## config.mk

```make
export PLATFORM = sky130hd
export DESIGN_NAME = rand_num_gen
export DESIGN_NICKNAME = d
export VERILOG_FILES = /design/src/rtl/rand_num_gen_pkg.sv /design/src/rtl/rand_num_gen_lfsr_core.sv /design/src/rtl/rand_num_gen.sv
export SDC_FILE = /design/constraint.sdc
export NUM_CORES = 1
export LEC_CHECK = 0
export ABC_CLOCK_PERIOD_IN_PS = 7350
export BUFFER_PORTS_ARGS = -buffer_cell sky130_fd_sc_hd__buf_2
export CAP_MARGIN = 20
export CORE_MARGIN = 2
export CORE_UTILIZATION = 60
export CTS_CLUSTER_DIAMETER = 60
export DETAILED_ROUTE_END_ITERATION = 7
export PLACE_DENSITY = 0.87
export SYNTH_ARGS = -nofsm -noshare
export SYNTH_HDL_FRONTEND = slang
export SYNTH_SLANG_ARGS = --single-unit
```

## constraint.sdc

```tcl
create_clock -name clk -period 7.35 [get_ports clk]
set_input_delay 0 -clock clk [delete_from_list [all_inputs] [get_ports clk]]
set_output_delay 0 -clock clk [all_outputs]
set_load 0.005 [all_outputs]
```

## src/rtl/rand_num_gen_pkg.sv

```systemverilog
// rand_num_gen_pkg: shared LFSR tap table (widths 4..16) and draw FSM states.
package rand_num_gen_pkg;

    typedef enum logic {IDLE, DRAW} state_t;

    // Maximal-length Fibonacci taps, bit positions are 0-based.
    function automatic logic [15:0] tap_mask(input int w);
        case (w)
            4:       return 16'h000C;
            5:       return 16'h0014;
            6:       return 16'h0030;
            7:       return 16'h0060;
            8:       return 16'h00B8;
            9:       return 16'h0110;
            10:      return 16'h0240;
            11:      return 16'h0500;
            12:      return 16'h0829;
            13:      return 16'h100D;
            14:      return 16'h2015;
            15:      return 16'h6000;
            default: return 16'hD008;
        endcase
    endfunction

endpackage

```

## src/rtl/rand_num_gen_lfsr_core.sv

```systemverilog
// lfsr_core: shift-left Fibonacci LFSR with synchronous load.
//   clk, reset (async, active-high) | enable: advance | load/load_val: parallel load | q: state
module lfsr_core
    import rand_num_gen_pkg::*;
#(
    parameter int WIDTH = 8,
    parameter int SEED  = 1
) (
    input  logic             clk,
    input  logic             reset,
    input  logic             enable,
    input  logic             load,
    input  logic [WIDTH-1:0] load_val,
    output logic [WIDTH-1:0] q
);
    localparam logic [15:0]      TAPS16 = tap_mask(WIDTH);
    localparam logic [WIDTH-1:0] TAPS   = TAPS16[WIDTH-1:0];

    logic fb;

    assign fb = ^(q & TAPS);

    always_ff @(posedge clk or posedge reset)
        if (reset)
            q <= WIDTH'(SEED);
        else if (load)
            q <= load_val;
        else if (enable)
            q <= {q[WIDTH-2:0], fb};

endmodule

```

## src/rtl/rand_num_gen.sv

```systemverilog
// rand_num_gen: bounded random draws from a free-running LFSR via rejection sampling.
//   clk, reset (async, active-high) | enable: advance/evaluate | seed_load, seed: reseed
//   req, limit: request a draw in [0, limit) (limit 0 = full range)
//   raw: LFSR state | num/valid: registered result and its one-cycle strobe | busy: drawing
module rand_num_gen
    import rand_num_gen_pkg::*;
#(
    parameter int WIDTH     = 8,
    parameter int SEED      = 1,
    parameter int MAX_TRIES = 4
) (
    input  logic             clk,
    input  logic             reset,
    input  logic             enable,
    input  logic             seed_load,
    input  logic [WIDTH-1:0] seed,
    input  logic             req,
    input  logic [WIDTH-1:0] limit,
    output logic [WIDTH-1:0] raw,
    output logic [WIDTH-1:0] num,
    output logic             valid,
    output logic             busy
);
    state_t           state;
    logic [3:0]       tries;
    logic [WIDTH-1:0] lim, mask, cand, load_val;
    logic             accept;

    // A zero seed would lock the LFSR, so it falls back to SEED.
    assign load_val = (seed == '0) ? WIDTH'(SEED) : seed;

    lfsr_core #(.WIDTH(WIDTH), .SEED(SEED)) u_lfsr (
        .clk      (clk),
        .reset    (reset),
        .enable   (enable),
        .load     (seed_load),
        .load_val (load_val),
        .q        (raw)
    );

    // Smear limit-1 rightwards to get the smallest all-ones mask covering it;
    // limit 0 wraps to all ones, i.e. the full range.
    always_comb begin
        mask = lim - 1'b1;
        for (int i = 1; i < WIDTH; i++)
            mask = mask | (mask >> i);
        cand   = raw & mask;
        accept = (lim == '0) || (cand < lim);
    end

    always_ff @(posedge clk or posedge reset)
        if (reset) begin
            state <= IDLE;
            tries <= '0;
            lim   <= '0;
            num   <= '0;
            valid <= 1'b0;
            busy  <= 1'b0;
        end else begin
            valid <= 1'b0;
            case (state)
                IDLE:
                    if (req && enable && !seed_load) begin
                        state <= DRAW;
                        busy  <= 1'b1;
                        lim   <= limit;
                        tries <= '0;
                    end
                DRAW:
                    if (enable) begin
                        // mask < 2*limit, so candidate-limit always lands below limit
                        if (accept || tries == 4'(MAX_TRIES - 1)) begin
                            num   <= accept ? cand : cand - lim;
                            valid <= 1'b1;
                            busy  <= 1'b0;
                            state <= IDLE;
                        end else
                            tries <= tries + 4'd1;
                    end
                default:
                    state <= IDLE;
            endcase
        end

endmodule

```

======== Word-level counts from Yosys, hierarchy flattened ========
Cells that the tools add are included.
storage, ports and cells
  output and inout port bits .............. 18
  bits of input ports ..................... 21
  register bits after elaboration ......... 31
  logic and storage cells ................. 57
cells by class
  add/subtract/negate cells ............... 3
  eq/ne operators ......................... 5
  multiplexer cells ....................... 19
  order comparisons ....................... 1
  bitwise operators ....................... 9
  reductions and logical operators ........ 13
operator list
  cell                                               number
  2-to-1 mux 8 bit                                   4
  logical NOT 8 bit                                  2
  2-to-1 mux 4 bit                                   3
  2-to-1 mux 1 bit                                   9
  AND reduction 3 bit                                3
  bitwise AND 8 bit                                  1
  less-than comparator 8 bit                         1
  bitwise OR 8 x 1 -> 8 bit                          1
  bitwise OR 8 x 2 -> 8 bit                          1
  bitwise OR 8 x 3 -> 8 bit                          1
  bitwise OR 8 x 4 -> 8 bit                          1
  bitwise OR 8 x 5 -> 8 bit                          1
  bitwise OR 8 x 6 -> 8 bit                          1
  bitwise OR 8 x 7 -> 8 bit                          1
  case mux 4 bit (2 select lines)                    1
  parity 8 bit                                       1
  subtractor 8 x 1 -> 8 bit (second input constant)  1
  subtractor 8 bit                                   1
  inequality test 2 bit (second input constant)      3
  adder 4 x 1 -> 4 bit (second input constant)       1
  == test 4 x 2 -> 1 bit (second input constant)     1
  case mux 1 bit (2 select lines)                    2
  logical AND 1 bit                                  2
  logical OR 1 bit                                   2
  other kinds (5)                                    5

======== Depth between registers and ports, before layout ========
  depth in word-level cells ............... 15
  gate-level depth with buffers ........... 18

======== Cells and area by module ========
Synthesis repeated with hierarchy kept, for this count alone.
unflattened totals
  cell total of the unflattened synthesis .. 246
  area total of the unflattened synthesis .. 2233.4 um^2
by module, submodules not included
  module        instances  sequential area each (um^2)  cells each  area an instance (um^2)
  rand_num_gen  1          575.6                        207         1834.3
  lfsr_core     1          201.4                        39          399.1

======== Worst setup path before layout ========
Ideal clock, no wire load.
  path kind ............................... reg-to-reg
  start ................................... register lim[2]
  end ..................................... register num[6]
  arrival time ............................ 3442 ps
  slack ................................... 3783 ps
  setup time .............................. 125 ps
  stages on the path, launching flop included .. 15
  path buffers ............................ 1
  cells stage by stage .................... dfrtp_1 or4_4 nor3_1 o21a_1 o211ai_1 o21ai_0 ha_1 inv_1 fa_1 a211oi_1 o21bai_1 o211ai_2 buf_6 mux2_4 mux2_4
between the ends
  cells in the longest elaborated chain, start to end .. 13
RTL lines
  item                                  RTL line            RTL
  start, declared                       rand_num_gen.sv:26  logic [WIDTH-1:0] lim, mask, cand, load_val;
  start signal, assigned                rand_num_gen.sv:66  lim <= limit;
  subtractor 8 x 1 -> 8 bit             rand_num_gen.sv:44  mask = lim - 1'b1;
  bitwise OR 8 x 7 -> 8 bit             rand_num_gen.sv:46  mask = mask | (mask >> i);
  bitwise OR 8 x 6 -> 8 bit             rand_num_gen.sv:46
  bitwise OR 8 x 5 -> 8 bit             rand_num_gen.sv:46
  bitwise OR 8 x 4 -> 8 bit             rand_num_gen.sv:46
  bitwise OR 8 x 3 -> 8 bit             rand_num_gen.sv:46
  bitwise OR 8 x 2 -> 8 bit             rand_num_gen.sv:46
  bitwise OR 8 x 1 -> 8 bit             rand_num_gen.sv:46
  bitwise AND 8 bit                     rand_num_gen.sv:47  cand = raw & mask;
  less-than comparator 8 bit            rand_num_gen.sv:48  accept = (lim == '0) || (cand < lim);
  logical OR 1 bit                      rand_num_gen.sv:48
  logical OR 1 bit                      rand_num_gen.sv:72  if (accept || tries == 4'(MAX_TRIES - 1)) begin
  AND reduction 3 bit (no source line)  --
  end signal, assigned                  rand_num_gen.sv:73  num <= accept ? cand : cand - lim;
  end, declared                         rand_num_gen.sv:20  output logic [WIDTH-1:0] num,
Parallel ways exist; a longest one is shown, timed or not.
A chain may end at the register's enable or synchronous reset.

======== Worst setup path after layout ========
  start ................................... register lim[0]
  end ..................................... register num[6]
The elaborated chain is that of the path after synthesis.

==> metrics.csv <==
metric,value,unit
fin_crit,4.86,ns
worstSetupPathType,flip-flop to flip-flop,
total_power,1060,uW
place_ws,2.65,ns
start_kind,flip-flop,
clkSinkCount,31,
fin_area,2570,um^2
row_count,21,
path_common_cell,inv_1,
clock_latency,0.35,ns
wire_per_inst,15.2,um
finalHoldViolCount,0,
hp-class,input pin to flip-flop,
end_kind,flip-flop,
final_antenna_net_count,0,
diodes,0,
fp.dieH,63.0,um
drv_slew,0,
ys_types,47,
area_growth,23.0,%
ctsResizeCount,0,
cts_inserted_buffers,5,
viasPerCell,5.82,
drtIter0Drc,122,
die-area,3960,um^2
ys_top_cells_by_area,"dfrtp_1, ha_1, o21ai_0",
cts_buffer_depth,2,
num_vias,1945,
synth_cells,230,
io_buffers,38,
finalSetupViolations,0,
grt_overflow,0,
syn_avg_cell_area,9.07,um^2
grt_pass1_vias,1855,
synth-seq-cells,31,
synthFlopType,dfrtp_1,
ir_drop,0.296,mV
rsz0062_at_grt,no,
clk_pin_slew,0.10,ns
postCtsHoldBufs,17,
place_area,2300,um^2
async_reset_ff_frac,1.00,
ioPinCount,39,
core_area,3340,um^2
slowest_delay,0.71,ns
leakage,0.00119,uW
drive_gt1_frac,0.208,
gp_congestion,1.01,
floorplan.initialDensity,0.625,
cpMaxStageDelayCell,o211ai_2,
synth_common_cells,"dfrtp_1, o21ai_0, nand2_1, inv_1",
ctsHtreeMaxLevel,2,
yosysMostFrequentCell,dfrtp_1,
root_buffer,clkbuf_4,
place.detailed.hpwl,3.45,mm
fp.dieW,63.0,um
fin_ws,2.49,ns
fin_tns_setup,0,ns
drv_cap,0,
cp_cell_sequence,inv_1 > ha_1 > o21bai_1 > a31oi_1 > o21a_1 > o211ai_1 > o21ai_0 > ha_1 > inv_1 > fa_1 > a211oi_1 > o21bai_1 > o211ai_2 > o21ai_1 > inv_1 > mux2_4,
yosysSeqAreaShare,0.373,
status,finished clean,
crit_path_max_fanout,20,
arrival,5.09,ns
route.detailed.drc,0,
syn-num-nets,264,
grt_use_total,0.272,
synth_top_area_frac,0.360,
crit_required,7.59,ns
max-slew-margin-rel,0.423,
grt_max_degree,32,
post-route-period-util,0.661,
yosys_warnings,0,
synth_top_cell_by_area,dfrtp_1,
wirelength,5.06,mm
fmax,206,MHz
syn_area,2090,um^2
finalClockSkew,0.0145,ns
worstMarginPinSlew,0.862,ns
post_cts_buffers,0,
grt_first_pass_wirelength,8.40,mm
cts_tree,built,
first_pass_iters,5,
powerDensity,411,nW/um^2
antenna_found_initial,0,
final_nets,321,
synth_edf_count,0,
==> layout make-up <==
type,instances,area [um^2]
Multi-Input combinational cell,174,1200
Sequential cell,31,777
Fill cell,237,771
Timing Repair Buffer,57,375
Inverter,18,67.6
Tap cell,46,57.6
Clock buffer,6,51.3
Clock inverter,2,35.0
==> power breakdown <==
group	switching (uW)	total, uW	internal, uW
clock	61.4	142	80.3
sequential	68.0	299	230
combinational	343	615	272
==> state kept, by name, summed over array words and instances, names as in the netlist <==
| register | count |
|---|---|
| u_lfsr.q | 8 |
| lim | 8 |
| tries | 4 |
| valid | 1 |
| busy | 1 |
| num | 8 |
| state | 1 |
==> cells in the final DEF (no fill, tap or decap), types with 3 or more instances in the layout <==
master / n
clkbuf_4: 5
mux2i_1: 9
a211oi_1: 5
a2bb2oi_1: 3
a21oi_1: 5
a31oi_1: 4
nor2_1: 12
nor4_1: 3
o211ai_1: 5
buf_2: 38
nand3_1: 3
inv_1: 18
o31ai_1: 3
nor3_1: 6
nand2_1: 25
dfrtp_1: 30
a21o_1: 3
dlygate4sd3_1: 17
o21a_1: 6
and2_1: 3
xnor2_1: 10
ha_1: 12
o21ai_0: 29
==> metrics by stage <==
step	hold slack (ns)	utilization	std cells
after floorplan	0.103	-	230
after global placement	0.0886	0.690	308
after detailed placement	0.0964	0.690	308
after CTS	0.0197	0.767	333
after global routing	0.0598	0.769	334
final	0.0482	0.769	334
==> critical path: cells and delay by family, from the launching register on <==
| family | cells | cell delay [ns] |
|---|---|---|
| adder cells (fa/ha/maj) | 3 | 0.90 |
| flip-flops | 1 | 0.48 |
| buffers and inverters | 3 | 0.50 |
| multiplexers | 1 | 0.32 |
| AO/OA/AOI/OAI | 9 | 2.55 |
==> path summary, 6_finish.rpt <==
check,start,endpoint,slack [ns],depth (start not counted)
hold reg to reg,busy$_DFFE_PP0P_,busy$_DFFE_PP0P_,0.50,1
setup / recovery,lim[0]$_DFFE_PP0P_,num[6]$_DFFE_PP0P_,2.49,16
max in group asynchronous,reset,u_lfsr.q[0]$_DFFE_PP1P_,6.76,4
hold / removal,seed_load,u_lfsr.q[3]$_DFFE_PP0P_,0.05,3
min in group asynchronous,reset,tries[1]$_DFFE_PP0P_,0.26,4
setup reg to reg,lim[0]$_DFFE_PP0P_,num[6]$_DFFE_PP0P_,2.49,16
==> logic make-up (layout without fill, tap and decap cells) <==
family                     after synthesis  count (layout)  synth area share
DFF                                     31              31             0.373
and+or+nand+nor                         67              67             0.167
buffers and inverters                   25              83            0.0510
adders and majority gates               13              13            0.0816
xor gates and xnor gates                10              10            0.0420
AOI/OAI and AO/OA                       73              73             0.228
muxes                                   11              11            0.0576
==> metal layers <==
metal	global-route usage	part of all wire	routed length, um
met1	0.334	0.42	2140
met2	0.457	0.48	2430
met3	0.0523	0.063	317
met4	0.131	0.033	167
met5	0	0	0
Power figures use the tool's default switching activity.
